==> src/rtl/id_ex_stage.sv <==
// id_ex_stage: registered ID/EX pipeline stage feeding alu_32bit.
// Decodes MIPS opcode/funct into the 3-bit ALU select, extends immediates,
// forwards from EX/MEM and MEM/WB, inserts load-use bubbles and honours
// stall/flush. Every ex_* output comes straight from a flop.
// Optional build macro: ID_EX_STALL_CNT_EN adds a saturating 32-bit count of
// cycles in which decode offered an instruction that was not accepted.
module id_ex_stage #(
   parameter int DATA_W = 32,
   parameter int REG_AW = 5
) (
   input  logic              clk,
   input  logic              rst_n,
   input  logic              id_valid,
   output logic              id_ready,
   input  logic [5:0]        id_opcode,
   input  logic [5:0]        id_funct,
   input  logic [REG_AW-1:0] id_rs_addr,
   input  logic [REG_AW-1:0] id_rt_addr,
   input  logic [REG_AW-1:0] id_rd_addr,
   input  logic [DATA_W-1:0] id_rs_data,
   input  logic [DATA_W-1:0] id_rt_data,
   input  logic [15:0]       id_imm,
   input  logic              exm_reg_write,
   input  logic [REG_AW-1:0] exm_rd,
   input  logic [DATA_W-1:0] exm_result,
   input  logic              wb_reg_write,
   input  logic [REG_AW-1:0] wb_rd,
   input  logic [DATA_W-1:0] wb_result,
   input  logic              ex_stall,
   input  logic              flush,
`ifdef ID_EX_STALL_CNT_EN
   output logic [31:0]       stall_cnt,
`endif
   output logic              ex_valid,
   output logic [DATA_W-1:0] ex_a,
   output logic [DATA_W-1:0] ex_b,
   output logic [2:0]        ex_sel,
   output logic [DATA_W-1:0] ex_store_data,
   output logic [REG_AW-1:0] ex_rd,
   output logic              ex_reg_write,
   output logic              ex_mem_read,
   output logic              ex_mem_write,
   output logic              ex_illegal
);

   typedef enum logic [2:0] {
      SEL_AND = 3'b000,
      SEL_OR  = 3'b001,
      SEL_ADD = 3'b100,
      SEL_SUB = 3'b101,
      SEL_XOR = 3'b110
   } alu_sel_e;

   localparam logic [5:0] OP_RTYPE = 6'h00;
   localparam logic [5:0] OP_BEQ   = 6'h04;
   localparam logic [5:0] OP_BNE   = 6'h05;
   localparam logic [5:0] OP_ADDI  = 6'h08;
   localparam logic [5:0] OP_ADDIU = 6'h09;
   localparam logic [5:0] OP_ANDI  = 6'h0C;
   localparam logic [5:0] OP_ORI   = 6'h0D;
   localparam logic [5:0] OP_XORI  = 6'h0E;
   localparam logic [5:0] OP_LW    = 6'h23;
   localparam logic [5:0] OP_SW    = 6'h2B;

   typedef struct packed {
      logic              valid;
      logic [DATA_W-1:0] a;
      logic [DATA_W-1:0] b;
      logic [2:0]        sel;
      logic [DATA_W-1:0] store_data;
      logic [REG_AW-1:0] rd;
      logic              reg_write;
      logic              mem_read;
      logic              mem_write;
      logic              illegal;
   } ex_t;

   ex_t ex_q, ex_d;

   alu_sel_e          dec_sel;
   logic              dec_b_imm, dec_zext, dec_uses_rt;
   logic              dec_wr_rt, dec_wr_rd, dec_mem_rd, dec_mem_wr, dec_illegal;
   logic [DATA_W-1:0] imm_ext, rs_fwd, rt_fwd;
   logic [REG_AW-1:0] dest;
   logic              hazard, capture;

   // EX/MEM wins over MEM/WB; register 0 is never forwarded.
   function automatic logic [DATA_W-1:0] fwd(
      input logic [REG_AW-1:0] src,
      input logic [DATA_W-1:0] rf_data,
      input logic              exm_we,
      input logic [REG_AW-1:0] exm_dst,
      input logic [DATA_W-1:0] exm_val,
      input logic              wb_we,
      input logic [REG_AW-1:0] wb_dst,
      input logic [DATA_W-1:0] wb_val
   );
      if (exm_we && exm_dst != '0 && exm_dst == src)   return exm_val;
      else if (wb_we && wb_dst != '0 && wb_dst == src) return wb_val;
      else                                             return rf_data;
   endfunction

   // Instruction decode: ALU select, operand-b source, destination and memory controls.
   always_comb begin
      // NOTE: every output of this block gets a default first so no path leaves it unassigned (no latch).
      dec_sel     = SEL_ADD;
      dec_b_imm   = 1'b0;
      dec_zext    = 1'b0;
      dec_uses_rt = 1'b0;
      dec_wr_rt   = 1'b0;
      dec_wr_rd   = 1'b0;
      dec_mem_rd  = 1'b0;
      dec_mem_wr  = 1'b0;
      dec_illegal = 1'b0;
      case (id_opcode)
         OP_RTYPE: begin
            dec_uses_rt = 1'b1;
            dec_wr_rd   = 1'b1;
            case (id_funct)
               6'h20, 6'h21: dec_sel = SEL_ADD;
               6'h22, 6'h23: dec_sel = SEL_SUB;
               6'h24:        dec_sel = SEL_AND;
               6'h25:        dec_sel = SEL_OR;
               6'h26:        dec_sel = SEL_XOR;
               default: begin
                  dec_wr_rd   = 1'b0;
                  dec_illegal = 1'b1;
               end
            endcase
         end
         OP_ADDI, OP_ADDIU: begin
            dec_b_imm = 1'b1;
            dec_wr_rt = 1'b1;
         end
         OP_ANDI: begin
            dec_sel   = SEL_AND;
            dec_b_imm = 1'b1;
            dec_zext  = 1'b1;
            dec_wr_rt = 1'b1;
         end
         OP_ORI: begin
            dec_sel   = SEL_OR;
            dec_b_imm = 1'b1;
            dec_zext  = 1'b1;
            dec_wr_rt = 1'b1;
         end
         OP_XORI: begin
            dec_sel   = SEL_XOR;
            dec_b_imm = 1'b1;
            dec_zext  = 1'b1;
            dec_wr_rt = 1'b1;
         end
         OP_LW: begin
            dec_b_imm  = 1'b1;
            dec_wr_rt  = 1'b1;
            dec_mem_rd = 1'b1;
         end
         OP_SW: begin
            dec_b_imm   = 1'b1;
            dec_uses_rt = 1'b1;
            dec_mem_wr  = 1'b1;
         end
         OP_BEQ, OP_BNE: begin
            dec_sel     = SEL_SUB;
            dec_uses_rt = 1'b1;
         end
         default: dec_illegal = 1'b1;
      endcase
   end

   // Operand forwarding, immediate extension, load-use hazard and handshake.
   always_comb begin
      rs_fwd  = fwd(id_rs_addr, id_rs_data, exm_reg_write, exm_rd, exm_result,
                    wb_reg_write, wb_rd, wb_result);
      rt_fwd  = fwd(id_rt_addr, id_rt_data, exm_reg_write, exm_rd, exm_result,
                    wb_reg_write, wb_rd, wb_result);
      imm_ext = dec_zext ? {{(DATA_W-16){1'b0}}, id_imm}
                         : {{(DATA_W-16){id_imm[15]}}, id_imm};
      dest    = (id_opcode == OP_RTYPE) ? id_rd_addr : id_rt_addr;
      hazard  = ex_q.valid && ex_q.mem_read && (ex_q.rd != '0) &&
                ((ex_q.rd == id_rs_addr) || (ex_q.rd == id_rt_addr && dec_uses_rt));
      id_ready = !ex_stall && !hazard;
      capture  = id_valid && id_ready;
   end

   // Stage next state: flush > stall > capture > bubble.
   always_comb begin
      ex_d = ex_q;
      if (flush || (!ex_stall && !capture)) begin
         ex_d.valid     = 1'b0;
         ex_d.reg_write = 1'b0;
         ex_d.mem_read  = 1'b0;
         ex_d.mem_write = 1'b0;
         ex_d.illegal   = 1'b0;
      end else if (capture) begin
         ex_d.valid      = 1'b1;
         ex_d.a          = rs_fwd;
         ex_d.b          = dec_b_imm ? imm_ext : rt_fwd;
         ex_d.sel        = dec_sel;
         ex_d.store_data = rt_fwd;
         ex_d.rd         = dest;
         ex_d.reg_write  = (dec_wr_rd || dec_wr_rt) && (dest != '0);
         ex_d.mem_read   = dec_mem_rd;
         ex_d.mem_write  = dec_mem_wr;
         ex_d.illegal    = dec_illegal;
      end
   end

   // Stage register.
   always_ff @(posedge clk or negedge rst_n) begin
      // NOTE: sequential state uses non-blocking assignments so all flops update together at the edge.
      if (!rst_n) ex_q <= '0;
      else        ex_q <= ex_d;
   end

   assign ex_valid      = ex_q.valid;
   assign ex_a          = ex_q.a;
   assign ex_b          = ex_q.b;
   assign ex_sel        = ex_q.sel;
   assign ex_store_data = ex_q.store_data;
   assign ex_rd         = ex_q.rd;
   assign ex_reg_write  = ex_q.reg_write;
   assign ex_mem_read   = ex_q.mem_read;
   assign ex_mem_write  = ex_q.mem_write;
   assign ex_illegal    = ex_q.illegal;

`ifdef ID_EX_STALL_CNT_EN
   logic [31:0] stall_cnt_q, stall_cnt_d;

   // Saturating count of offered-but-refused cycles.
   always_comb begin
      stall_cnt_d = stall_cnt_q;
      if (id_valid && !id_ready && stall_cnt_q != 32'hFFFF_FFFF)
         stall_cnt_d = stall_cnt_q + 32'd1;
   end

   // Stall counter register.
   always_ff @(posedge clk or negedge rst_n) begin
      if (!rst_n) stall_cnt_q <= '0;
      else        stall_cnt_q <= stall_cnt_d;
   end

   assign stall_cnt = stall_cnt_q;
`endif

endmodule

==> config.mk <==
export PLATFORM = sky130hd
export DESIGN_NAME = id_ex_stage
export DESIGN_NICKNAME = d
export VERILOG_FILES = /design/src/rtl/id_ex_stage.sv
export SDC_FILE = /design/constraint.sdc
export NUM_CORES = 1
export LEC_CHECK = 0
export BUFFER_PORTS_ARGS = -buffer_cell sky130_fd_sc_hd__buf_2
export CAP_MARGIN = 20
export CORE_ASPECT_RATIO = 1.75
export CORE_MARGIN = 3
export CORE_UTILIZATION = 35
export CTS_CLUSTER_DIAMETER = 100
export DETAILED_ROUTE_END_ITERATION = 10
export GPL_ROUTABILITY_DRIVEN = 0
export PLACE_DENSITY = 0.68
export SYNTH_ARGS = -nofsm -noshare
export SYNTH_HDL_FRONTEND = slang
export SYNTH_SLANG_ARGS = --single-unit
==> constraint.sdc <==
create_clock -name clk -period 3.2 [get_ports clk]
set_input_delay 0.96 -clock clk [delete_from_list [all_inputs] [get_ports clk]]
set_output_delay 0.96 -clock clk [all_outputs]
set_load 0.03 [all_outputs]
== Word level (Yosys, flattened, before mapping) ==
Cells that the tools add are included.

* Bits in latches: 0
* RAM bits: 0
* Bits in read-only memories: 0
* Output and inout port bits: 110
* Memories: 0
* Bits in registers: 109
* Logic and storage cells: 90

* Divide/modulo/power cells: 0
* Mux-type cells: 22
* Order comparisons: 0
* Shift-type cells: 0
* Bitwise logic cells: 1
* Reductions and logical operators: 35
* Add/subtract/negate cells: 0
* Equality and inequality tests: 22
* Multiply operators: 0

{| class="wikitable"
|+ Operators by type and width
! operator !! number
|-
| 32-bit two-way mux || 6
|-
| 109-bit two-way mux || 1
|-
| 6-bit == test (second input constant) || 9
|-
| 5-bit == test || 6
|-
| 6-bit by 4-bit == test with 1-bit output (second input constant) || 5
|-
| 5-bit nonzero test || 4
|-
| 3-bit one-hot mux with 5 select lines || 1
|-
| 1-bit logical AND || 14
|-
| 7-bit OR reduction || 2
|-
| 6-bit by 3-bit == test with 1-bit output (second input constant) || 2
|-
| 3-bit one-hot mux with 4 select lines || 1
|-
| 1-bit two-way mux || 10
|-
| 9-bit OR reduction || 1
|-
| 6-bit logical NOT || 1
|-
| 6-bit OR reduction || 1
|-
| 5-bit two-way mux || 1
|-
| 4-bit two-way mux || 1
|-
| 2-bit OR reduction || 2
|-
| 4-bit OR reduction || 1
|-
| 1-bit logical NOT || 3
|-
| 1-bit logical OR || 3
|-
| 3-bit OR reduction || 1
|-
| 1-bit one-hot mux with 2 select lines || 1
|-
| 2-bit AND reduction || 1
|-
| 2 further kinds || 2
|}

== Longest topological paths before layout ==
Gate-level depths: netlist (run 1).

* Depth after elaboration: 14
* Gate-level depth with buffers: 9
* Mapped depth without buffers: 6

== Worst setup path before layout (run 1) ==
OpenSTA, ideal clock, no wires.

* Kind: input port to output port
* Start point: input id_rt_addr[4]
* End point: output id_ready
* Stages: 5
* Required time: 2240 ps
* Arrival: 2143 ps
* Path buffers: 1
* Path slack: 97 ps
* Cell sequence: clkbuf_1 -> xnor2_1 -> nand3_1 -> nor4_1 -> a21oi_1

* Longest elaborated chain between the ends: 6

{| class="wikitable"
|+ RTL lines
! item !! RTL line !! source
|-
| start: declaration || 18 || <nowiki>input logic [REG_AW-1:0] id_rt_addr,</nowiki>
|-
| 5-bit == test || 181 || <nowiki>((ex_q.rd == id_rs_addr) || (ex_q.rd == id_rt_addr && dec_uses_rt));</nowiki>
|-
| 1-bit logical AND || 181 ||
|-
| 1-bit logical OR || 181 ||
|-
| 1-bit logical AND || 180 || <nowiki>hazard = ex_q.valid && ex_q.mem_read && (ex_q.rd != '0) &&</nowiki>
|-
| 1-bit logical NOT || 182 || <nowiki>id_ready = !ex_stall && !hazard;</nowiki>
|-
| 1-bit logical AND || 182 ||
|-
| end: declaration || 14 || <nowiki>output logic id_ready,</nowiki>
|}

No other way between the ends.

== Worst setup path after layout (run 1) ==
* Start point: input id_rs_addr[0]
* End point: output id_ready

* Longest elaborated chain between the ends: 5

{| class="wikitable"
|+ RTL lines
! item !! RTL line !! source
|-
| start: declaration || 17 || <nowiki>input logic [REG_AW-1:0] id_rs_addr,</nowiki>
|-
| 5-bit == test || 181 ||
|-
| 1-bit logical OR || 181 ||
|-
| 1-bit logical AND || 180 ||
|-
| 1-bit logical NOT || 182 ||
|-
| 1-bit logical AND || 182 ||
|}

No other way between the ends.

==> run_results.csv, run 1 <==
group,metric,value,unit
run_status,status,"complete, no violations",
critical_path,crit_type,"in2out",
routing,vias,6946,
clock_tree,clkSinkCount,109,
clock_tree,htree_levels,3,
die,die_area,0.0196,sq mm
grt,grt_max_degree,65,
synthesis,synth_cell_types,43,
critical_path,cp.arrival,2140,ps
worst_hold_path,worstHoldEndpoint,"ex_store_data[15]",
synthesis,syn-num-nets,942,
die,boundaryPins,298,
synthesis,ys.warnings.count,0,
critical_path,start_kind,"input pin",
clock_tree,clock_latency,360,ps
die,start_util,35.7,%
clock_tree,postCtsHoldBufs,0,
clock_tree,ctsLongestPathBuffers,2,
synthesis,synth_seq_area_share,43.6,%
clock_tree,cts_buffers,9,
pwr,p_per_area,526,mW/mm^2
timing,finalClockSkew,8.62,ps
timing,rsz0062_at_grt,"no",
layout,drive_gt1_share,33.8,%
routing,drc,0,
synthesis,syn-instance-count,754,
critical_path,required,2240,ps
timing,layout_min_cycle_time,3100,ps
critical_path,r2r_slack,590,ps
timing,finalSetupTns,0,ps
layout,area_growth,34.9,%
grt,grt_usage,24.3,%
worst_hold_path,hp-start,"ex_store_data[15]",
routing,ant_nets,0,
timing,tightest_slew,756,ps
critical_path,cp_max_fo,3,
clock_tree,post_cts_resize_count,0,
synthesis,synth_area_per_cell,8.30,sq um
timing,finalHoldViolations,0,
layout,final.fill_count,1774,
clock_tree,cts_root_buf,"clkbuf_16",
timing,fmax,323,MHz
worst_hold_path,hold_depth,1,
pwr,vdd_drop_max,273,uV
placement,preCtsSetupSlack,122,ps
routing,via_per_inst,5.50,
routing,firstDrtPassIters,5,
grt,overflow,0,
die,fp.dieW,107,um
clock_tree,post_cts_buffers,0,
timing,fin_ws,100,ps
synthesis,synthArstFlopShare,100,%
synthesis,synth_ff_type,"dfrtp_1",
critical_path,reg2reg_depth,7,
timing,slew_headroom,49.2,%
synthesis,ys_seq_elements,109,
critical_path,timing.rr.start,"ex_rd[1]",
pwr,leakagePower,4.30,nW
placement,dp.final_hpwl,18200,um
layout,mostFrequentLayoutCell,"buf_2",
critical_path,timing.rr.end,"ex_b[25]",
die,die_h,183,um
die,core-area,0.0175,sq mm
clock_tree,clkTransAtPathRegs,70,ps
layout,layout_common_cells,"buf_2, nand2_1, dfrtp_1",
clock_tree,cts_tree,"done",
routing,drt-initial-drc-count,426,
critical_path,cp-end-kind,"output port",
layout,num-nets-final,1213,
timing,period_share,96.9,%
placement,port_buffers,297,
synthesis,syn-cell-area,0.00626,sq mm
die,rows,64,
grt,grt_pass1_wl,36900,um
grt,grt_pass1_vias,7000,
timing,setup_viol,0,
synthesis,synth-edff-count,0,
timing,finalMaxSlewViolations,0,
pwr,finalPower,0.00444,W
grt,antenna_found_initial,1,
routing,totalWireLength,24300,um
worst_hold_path,hp-class,"reg2reg",
routing,wl_per_cell,19.3,um
run,drv_cap,0,
==> state kept, by name (all words and copies together) (netlist names) <==
name and cells:
ex_a 32, ex_sel 3, ex_valid 1, ex_b 32
ex_store_data 32, ex_mem_write 1, ex_reg_write 1, ex_rd 5
ex_mem_read 1, ex_illegal 1
==> through the flow <==
| stage | cells | hold slack, ps | utilization (%) | area (sq um) |
|---|---|---|---|---|
| detailed placement | 1245 | 462 | 46.2 | 8110 |
| global placement | 1245 | 454 | 46.2 | 8110 |
| floorplan | 754 | 654 | - | 6260 |
| CTS | 1261 | 478 | 48.1 | 8440 |
| finish | 1262 | 474 | 48.2 | 8440 |
| global route | 1262 | 496 | 48.2 | 8440 |
==> worst max-delay path by stage <==
stage,start,end,slack (ps),cells after the start
2_1_floorplan,id_rt_addr[4],id_ready,100,5
3_3_place_gp,id_rs_addr[1],id_ready,160,6
3_5_place_dp,id_rs_addr[0],id_ready,120,6
4_1_cts,id_rs_addr[0],id_ready,120,6
5_1_grt,id_rs_addr[4],id_ready,30,6
6_report,id_rs_addr[0],id_ready,100,6
==> where the power goes <==
| group | internal [W] | switching (W) | leakage [nW] | total, W |
|---|---|---|---|---|
| clock | 0.000732 | 0.000544 | 0.162 | 0.00128 |
| sequential | 0.00160 | 0.000142 | 1.32 | 0.00175 |
| combinational | 0.000481 | 0.000939 | 2.82 | 0.00142 |
| total | 0.00282 | 0.00163 | 4.30 | 0.00444 |
==> cell families after synthesis <==
| kind of cell | after synthesis | synth area share [%] |
|---|---|---|
| buffers and inverters | 66 | 4.32 |
| AND/OR/NAND/NOR | 313 | 21.7 |
| AO/OA/AOI/OAI | 231 | 25.4 |
| XOR/XNOR | 30 | 4.20 |
| multiplexers | 5 | 0.800 |
| flip-flops | 109 | 43.6 |
==> Yosys cell counts (17+ instances only) <==
| cell | instances | area share, % |
|---|---|---|
| nand2_1 | 170 | 10 |
| buf_2 | 18 | 1.4 |
| clkbuf_1 | 39 | 2.3 |
| nor3_1 | 17 | 1.4 |
| a21o_1 | 25 | 3.0 |
| a21oi_1 | 37 | 3.0 |
| a311oi_1 | 34 | 4.8 |
| xor2_1 | 19 | 2.7 |
| nor2_1 | 63 | 3.8 |
| o21ai_1 | 25 | 2.0 |
| o21ai_0 | 47 | 3.8 |
| and3_1 | 41 | 4.1 |
| dfrtp_1 | 109 | 44 |
==> metal layers <==
metal	vias up	share of wire (%)	wire, um	GRT usage, %
li1	3240	-	-	-
met1	3334	37	8950	27.4
met2	306	53	12800	43.7
met3	66	6.2	1520	3.56
met4	0	4.4	1080	12.4
met5	-	0	0	0
==> final cells by class <==
| type | instances | area (sq um) | share of cell area [%] |
|---|---|---|---|
| Timing Repair Buffer | 322 | 1780 | 21.0 |
| Clock inverter | 5 | 81.3 | 0.963 |
| Tap cell | 231 | 289 | 3.42 |
| Sequential cell | 109 | 2730 | 32.3 |
| Multi-Input combinational cell | 579 | 3300 | 39.1 |
| Clock buffer | 11 | 253 | 2.99 |
| Antenna cell | 1 | 2.50 | 0.0296 |
| Inverter | 4 | 15.0 | 0.178 |
==> worst max-delay path, cell delays in order <==
cell	delay, ps
buf_2	130
xnor2_1	150
nand3_1	120
o41ai_1	460
a21oi_1	100
buf_2	210
Note: power is estimated with default switching activity, not from simulation.
==> run 2, diff against run 1 <==
CELL_PAD_IN_SITES_DETAIL_PLACEMENT = 1   (was default)
CELL_PAD_IN_SITES_GLOBAL_PLACEMENT = 1   (was default)
CORE_UTILIZATION = 33   (was 35)
PLACE_DENSITY = 0.86   (was 0.68)
==> run 2 against run 1 <==
Register-to-register slack got worse by 30 ps. Non-clock buffer count fell by 2. Maximum frequency rose by 1.3%. Global-route usage grew 1.4 points.
==> run_results.csv, run 2 (synthesized netlist as in run 1, its figures left out) <==
group,metric,value,unit
run_status,status,"complete, no violations",
timing,setup_viol,0,
pwr,switchingPower,0.00165,W
pwr,p_clk_share,26.8,%
critical_path,cp-endpoint,"id_ready",
worst_hold_path,hp-class,"reg2reg",
routing,vias,7089,
routing,via_per_inst,5.60,
grt,grt_pass1_wl,41100,um
grt,grt_usage,25.7,%
critical_path,crit_type,"in2out",
run,drv_cap,0,
die,rows,66,
layout,layout_common_cells,"buf_2, nand2_1, dfrtp_1",
critical_path,cp-end-kind,"output port",
timing,finalHoldViolations,0,
timing,tightest_slew,891,ps
clock_tree,ctsLongestPathBuffers,2,
timing,fmax,327,MHz
clock_tree,cts_buffers,9,
clock_tree,postCtsHoldBufs,0,
pwr,leakagePower,4.26,nW
die,start_util,33.7,%
routing,drt-initial-drc-count,306,
clock_tree,cts_tree,"done",
critical_path,critPathSlowestCell,"nor4_1",
grt,antenna_found_initial,3,
pwr,seq_power_share,40.1,%
grt,overflow,0,
routing,firstDrtPassIters,4,
critical_path,cp.arrival,2100,ps
clock_tree,clkSinkCount,109,
timing,layout_min_cycle_time,3060,ps
grt,grt_max_degree,78,
placement,dp.final_hpwl,20000,um
timing,period_share,95.6,%
grt,grt_pass1_vias,7620,
pwr,p_per_area,519,mW/mm^2
layout,mostFrequentLayoutCell,"buf_2",
die,die_h,188,um
critical_path,cp_num_cells,6,
critical_path,cp-startpoint,"id_rt_addr[1]",
layout,final.fill_count,2334,
placement,port_buffers,297,
clock_tree,cts_root_buf,"clkbuf_16",
pwr,switching_share,37.8,%
die,fp.dieW,110,um
timing,finalSetupTns,0,ps
die,boundaryPins,298,
timing,slew_headroom,40.2,%
clock_tree,clock_latency,350,ps
die,core-area,0.0186,sq mm
layout,num-nets-final,1211,
critical_path,r2r_slack,560,ps
pwr,power_frac_comb,33.2,%
critical_path,cp_max_fo,5,
critical_path,reg2reg_depth,8,
clock_tree,post_cts_resize_count,0,
die,die_area,0.0207,sq mm
critical_path,worstPathCellList,"buf_2 -> xnor2_1 -> nand3_1 -> nor4_1 -> a21oi_1 -> buf_2",
layout,seq_area,0.00273,sq mm
routing,drc,0,
layout,multiInputGateArea,0.00331,sq mm
layout,drive_gt1_share,33.8,%
timing,finalClockSkew,8.15,ps
critical_path,max_stage_delay,380,ps
timing,rsz0062_at_grt,"no",
routing,wl_per_cell,21.3,um
layout,area_growth,34.4,%
critical_path,timing.rr.end,"ex_store_data[6]",
critical_path,timing.rr.start,"ex_rd[2]",
clock_tree,clkTransAtPathRegs,70,ps
critical_path,critical-path-top-delay-family,"simple AND/OR/NAND/NOR gates",
clock_tree,htree_levels,3,
routing,totalWireLength,26900,um
pwr,p_int,0.00271,W
routing,ant_nets,0,
critical_path,cp_common_cell,"buf_2",
critical_path,start_kind,"input pin",
pwr,vdd_drop_max,250,uV
timing,finalMaxSlewViolations,0,
critical_path,required,2240,ps
critical_path,crit_buf_inv,2,
clock_tree,post_cts_buffers,0,
pwr,finalPower,0.00436,W
## run 2: power groups by stage
stage               Sequential (W)  Clock [W]  Combinational [W]
floorplan                  0.00222          0           0.000398
global placement           0.00176          0            0.00143
detailed placement         0.00177          0            0.00146
CTS                        0.00175    0.00120            0.00146
global route               0.00178    0.00125            0.00156
finish                     0.00175    0.00117            0.00145
## run 2: layer usage
layer  up-vias  routed length [um]  GRT usage, %
met5         -                   7             0
met4         2                1440          15.2
met3        84                1680          5.04
met2       283               14100          45.1
met1      3485                9700          27.7
li1       3235                   -             -
## run 2: final cells by class
type                       instances  area share, %
sequential                       109           32.4
clock buffer                      10           2.84
clock inverter                     5          0.729
antenna                            2         0.0595
multi-input combinational        579           39.3
timing repair buffer             320           20.9
tap                              238           3.54
inverter                           4          0.178
## run 2: worst min path at each step
stage	startpoint	to	cells after the start	slack [ps]
2_1_floorplan	ex_a[23]	ex_a[23]	2	650
3_3_place_gp	ex_store_data[4]	ex_store_data[4]	1	450
3_5_place_dp	ex_store_data[10]	ex_store_data[10]	1	460
4_1_cts	ex_store_data[23]	ex_store_data[23]	1	480
5_1_grt	ex_store_data[23]	ex_store_data[23]	1	490
6_report	ex_store_data[17]	ex_store_data[17]	1	470
## run 2: stage by stage
step | std cells | cell area (sq um) | util (%) | setup WS, ps | hold slack (ps)
floorplan | 754 | 6260 | - | 97.0 | 654
global placement | 1250 | 8110 | 43.6 | 216 | 454
detailed placement | 1250 | 8110 | 43.6 | 132 | 461
CTS | 1265 | 8410 | 45.3 | 132 | 478
global route | 1267 | 8410 | 45.3 | 27.2 | 491
finish | 1267 | 8410 | 45.3 | 142 | 473
==> run 3, diff against run 2 <==
ABC_AREA = 1   (was default)
==> run 3 against run 2 <==
Synthesized cell count grew 31%. Final cell count grew 20%. First-iteration DRC count grew 47%. Critical path depth grew 5. Highest routed layer is now met4. Combinational power grew 9%.
==> run_results.csv, run 3 <==
group,metric,value,unit
run_status,status,"complete, no violations",
critical_path,cp_max_fo,4,
routing,drc,0,
critical_path,r2r_slack,1200,ps
routing,vias,8082,
pwr,seq_power_share,40.1,%
timing,whs,480,ps
routing,via_per_inst,5.32,
synthesis,ys_seq_elements,109,
routing,wl_per_cell,19.8,um
clock_tree,clkSinkCount,109,
synthesis,yosys.area.top_type_share,39.3,%
synthesis,yosysMostFrequentCell,"nand2_1",
layout,area_growth,28.9,%
grt,overflow,0,
synthesis,syn-num-nets,1178,
routing,firstDrtPassIters,5,
clock_tree,cts_buffers,9,
critical_path,crit_type,"in2out",
layout,utilization,43.7,%
die,die_h,198,um
synthesis,synth_seq_area_share,39.3,%
synthesis,synth_ff_type,"dfrtp_1",
synthesis,synthArstFlopShare,100,%
layout,final_area,0.00894,sq mm
timing,layout_min_cycle_time,3120,ps
critical_path,reg2reg_depth,9,
die,rows,69,
pwr,switching_share,40.5,%
synthesis,synth_top_family_by_area,"simple AND/OR/NAND/NOR gates",
layout,seq_area,0.00273,sq mm
critical_path,start_kind,"input pin",
placement,placed_area,0.00866,sq mm
clock_tree,ctsLongestPathBuffers,2,
die,die_area,0.0229,sq mm
timing,tightest_slew,762,ps
routing,ant_nets,0,
grt,grt_usage,25.6,%
critical_path,cp-end-kind,"output port",
synthesis,ys.warnings.count,0,
timing,setup_viol,0,
grt,antenna_found_initial,5,
synthesis,synth_xor_area_share,2.90,%
grt,grt_pass1_wl,45400,um
synthesis,yosys.area_share.adder,0,%
clock_tree,htree_levels,3,
layout,layout_common_cells,"nand2_1, buf_2, nand3_1",
placement,port_buffers,297,
routing,drt-initial-drc-count,449,
clock_tree,clkTransAtPathRegs,70,ps
clock_tree,cts_root_buf,"clkbuf_16",
die,boundaryPins,298,
critical_path,timing.rr.end,"ex_a[24]",
critical_path,cp-startpoint,"id_opcode[3]",
pwr,vdd_drop_max,210,uV
synthesis,synth_commonest_cells,"nand2_1, nand3_1, dfrtp_1",
worst_hold_path,hp-class,"reg2reg",
synthesis,synth.area.mux_share,0,%
synthesis,synth-edff-count,0,
critical_path,cp-endpoint,"id_ready",
timing,slew_headroom,49.1,%
placement,dp.final_hpwl,22600,um
timing,period_share,97.5,%
grt,grt_pass1_vias,8492,
layout,num-nets-final,1450,
pwr,p_per_area,488,mW/mm^2
critical_path,required,2240,ps
timing,finalMaxSlewViolations,0,
clock_tree,clock_latency,350,ps
die,core-area,0.0205,sq mm
synthesis,synth_top_cell_by_area,"dfrtp_1",
layout,final.fill_count,2738,
run,drv_cap,0,
synthesis,syn-instance-count,990,
synthesis,syn-cell-area,0.00694,sq mm
pwr,p_clk_share,23.6,%
synthesis,synth_area_per_cell,7.01,sq um
synthesis,synth.area.top_cells,"dfrtp_1, nand2_1, nand3_1",
timing,finalClockSkew,9.71,ps
grt,grt_max_degree,98,
synthesis,synthSimpleGateAreaFrac,43.7,%
die,start_util,33.9,%
critical_path,timing.rr.start,"ex_rd[1]",
layout,multiInputGateArea,0.00376,sq mm
synthesis,synth_cell_types,36,
clock_tree,cts_tree,"done",
pwr,power_frac_comb,36.3,%
timing,finalHoldViolations,0,
layout,drive_gt1_share,30.1,%
pwr,leakagePower,5.00,nW
synthesis,synth_compound_area_share,6.86,%
critical_path,cp.arrival,2160,ps
timing,fmax,321,MHz
layout,mostFrequentLayoutCell,"nand2_1",
die,fp.dieW,116,um
pwr,switchingPower,0.00177,W
pwr,p_int,0.00260,W
routing,totalWireLength,30000,um
## run 3: cell count changes after synthesis, moves of 31 or more
cell      before  now
nor2_1        63   20
a21oi_1       37    1
o21ai_0       47   16
nand3_1        5  154
o21ai_1       25   63
nand2_1      170  394
a311oi_1      34    1
nand4_1        2   37
and3_1        41    0
## run 3: per-layer routing
metal  track usage, %  wire [um]
met5                0          0
met2             47.0      16100
met3             2.69       1340
met4             12.9       1320
met1             28.8      11300
## run 3: through the flow
stage               TNS (ps)  power, W  std cells  worst slack [ps]
floorplan                  0   0.00270        990               447
CTS                        0   0.00441       1512              77.1
detailed placement         0   0.00337       1498              77.0
finish                     0   0.00437       1518              81.4
global route           -11.4   0.00460       1518             -11.4
global placement           0   0.00333       1498               102
## run 3: cells by family after synthesis
group	count (synthesis)
XOR/XNOR	23
AND/OR/NAND/NOR	669
flip-flops	109
AO/OA/AOI/OAI	90
buffers and inverters	99
## run 3: cell type report
type	instances	area share, %
Antenna cell	5	0.140
Clock buffer	11	2.60
Clock inverter	3	0.168
Inverter	36	1.51
Multi-Input combinational cell	782	42.1
Sequential cell	109	30.5
Tap cell	248	3.47
Timing Repair Buffer	324	19.5
## run 3: how the worst min path moves through the flow
stage / from / end / slack (ps) / cells after the start
floorplan: ex_b[13] / ex_b[13] / 650 / 2
global placement: ex_b[2] / ex_b[2] / 460 / 2
detailed placement: ex_b[8] / ex_b[8] / 460 / 2
CTS: ex_b[8] / ex_b[8] / 480 / 2
global route: ex_b[10] / ex_b[10] / 500 / 2
finish: ex_b[20] / ex_b[20] / 480 / 2
## run 3: power groups by stage
stage / Sequential [W] / Clock, W / Combinational, W
floorplan: 0.00221 / 0 / 0.000490
global placement: 0.00177 / 0 / 0.00156
detailed placement: 0.00178 / 0 / 0.00159
CTS: 0.00175 / 0.00107 / 0.00159
global route: 0.00178 / 0.00111 / 0.00171
finish: 0.00175 / 0.00103 / 0.00158
## run 3: what timing repair did
action                     in CTS  in global routing
hold buffers                    0                  0
setup endpoints to repair       0                  1
setup buffers                   0                  1
gates resized for setup         0                  3
## run 3: critical path, cell delays in order
cell and delay, ps:
buf_2 120, inv_2 60, nor2_2 180, nand3_4 130, nand3_2 120, nand3_1 80, nand2_1 70, nand2_2 70
nand2_1 130, inv_1 50, clkbuf_4 180
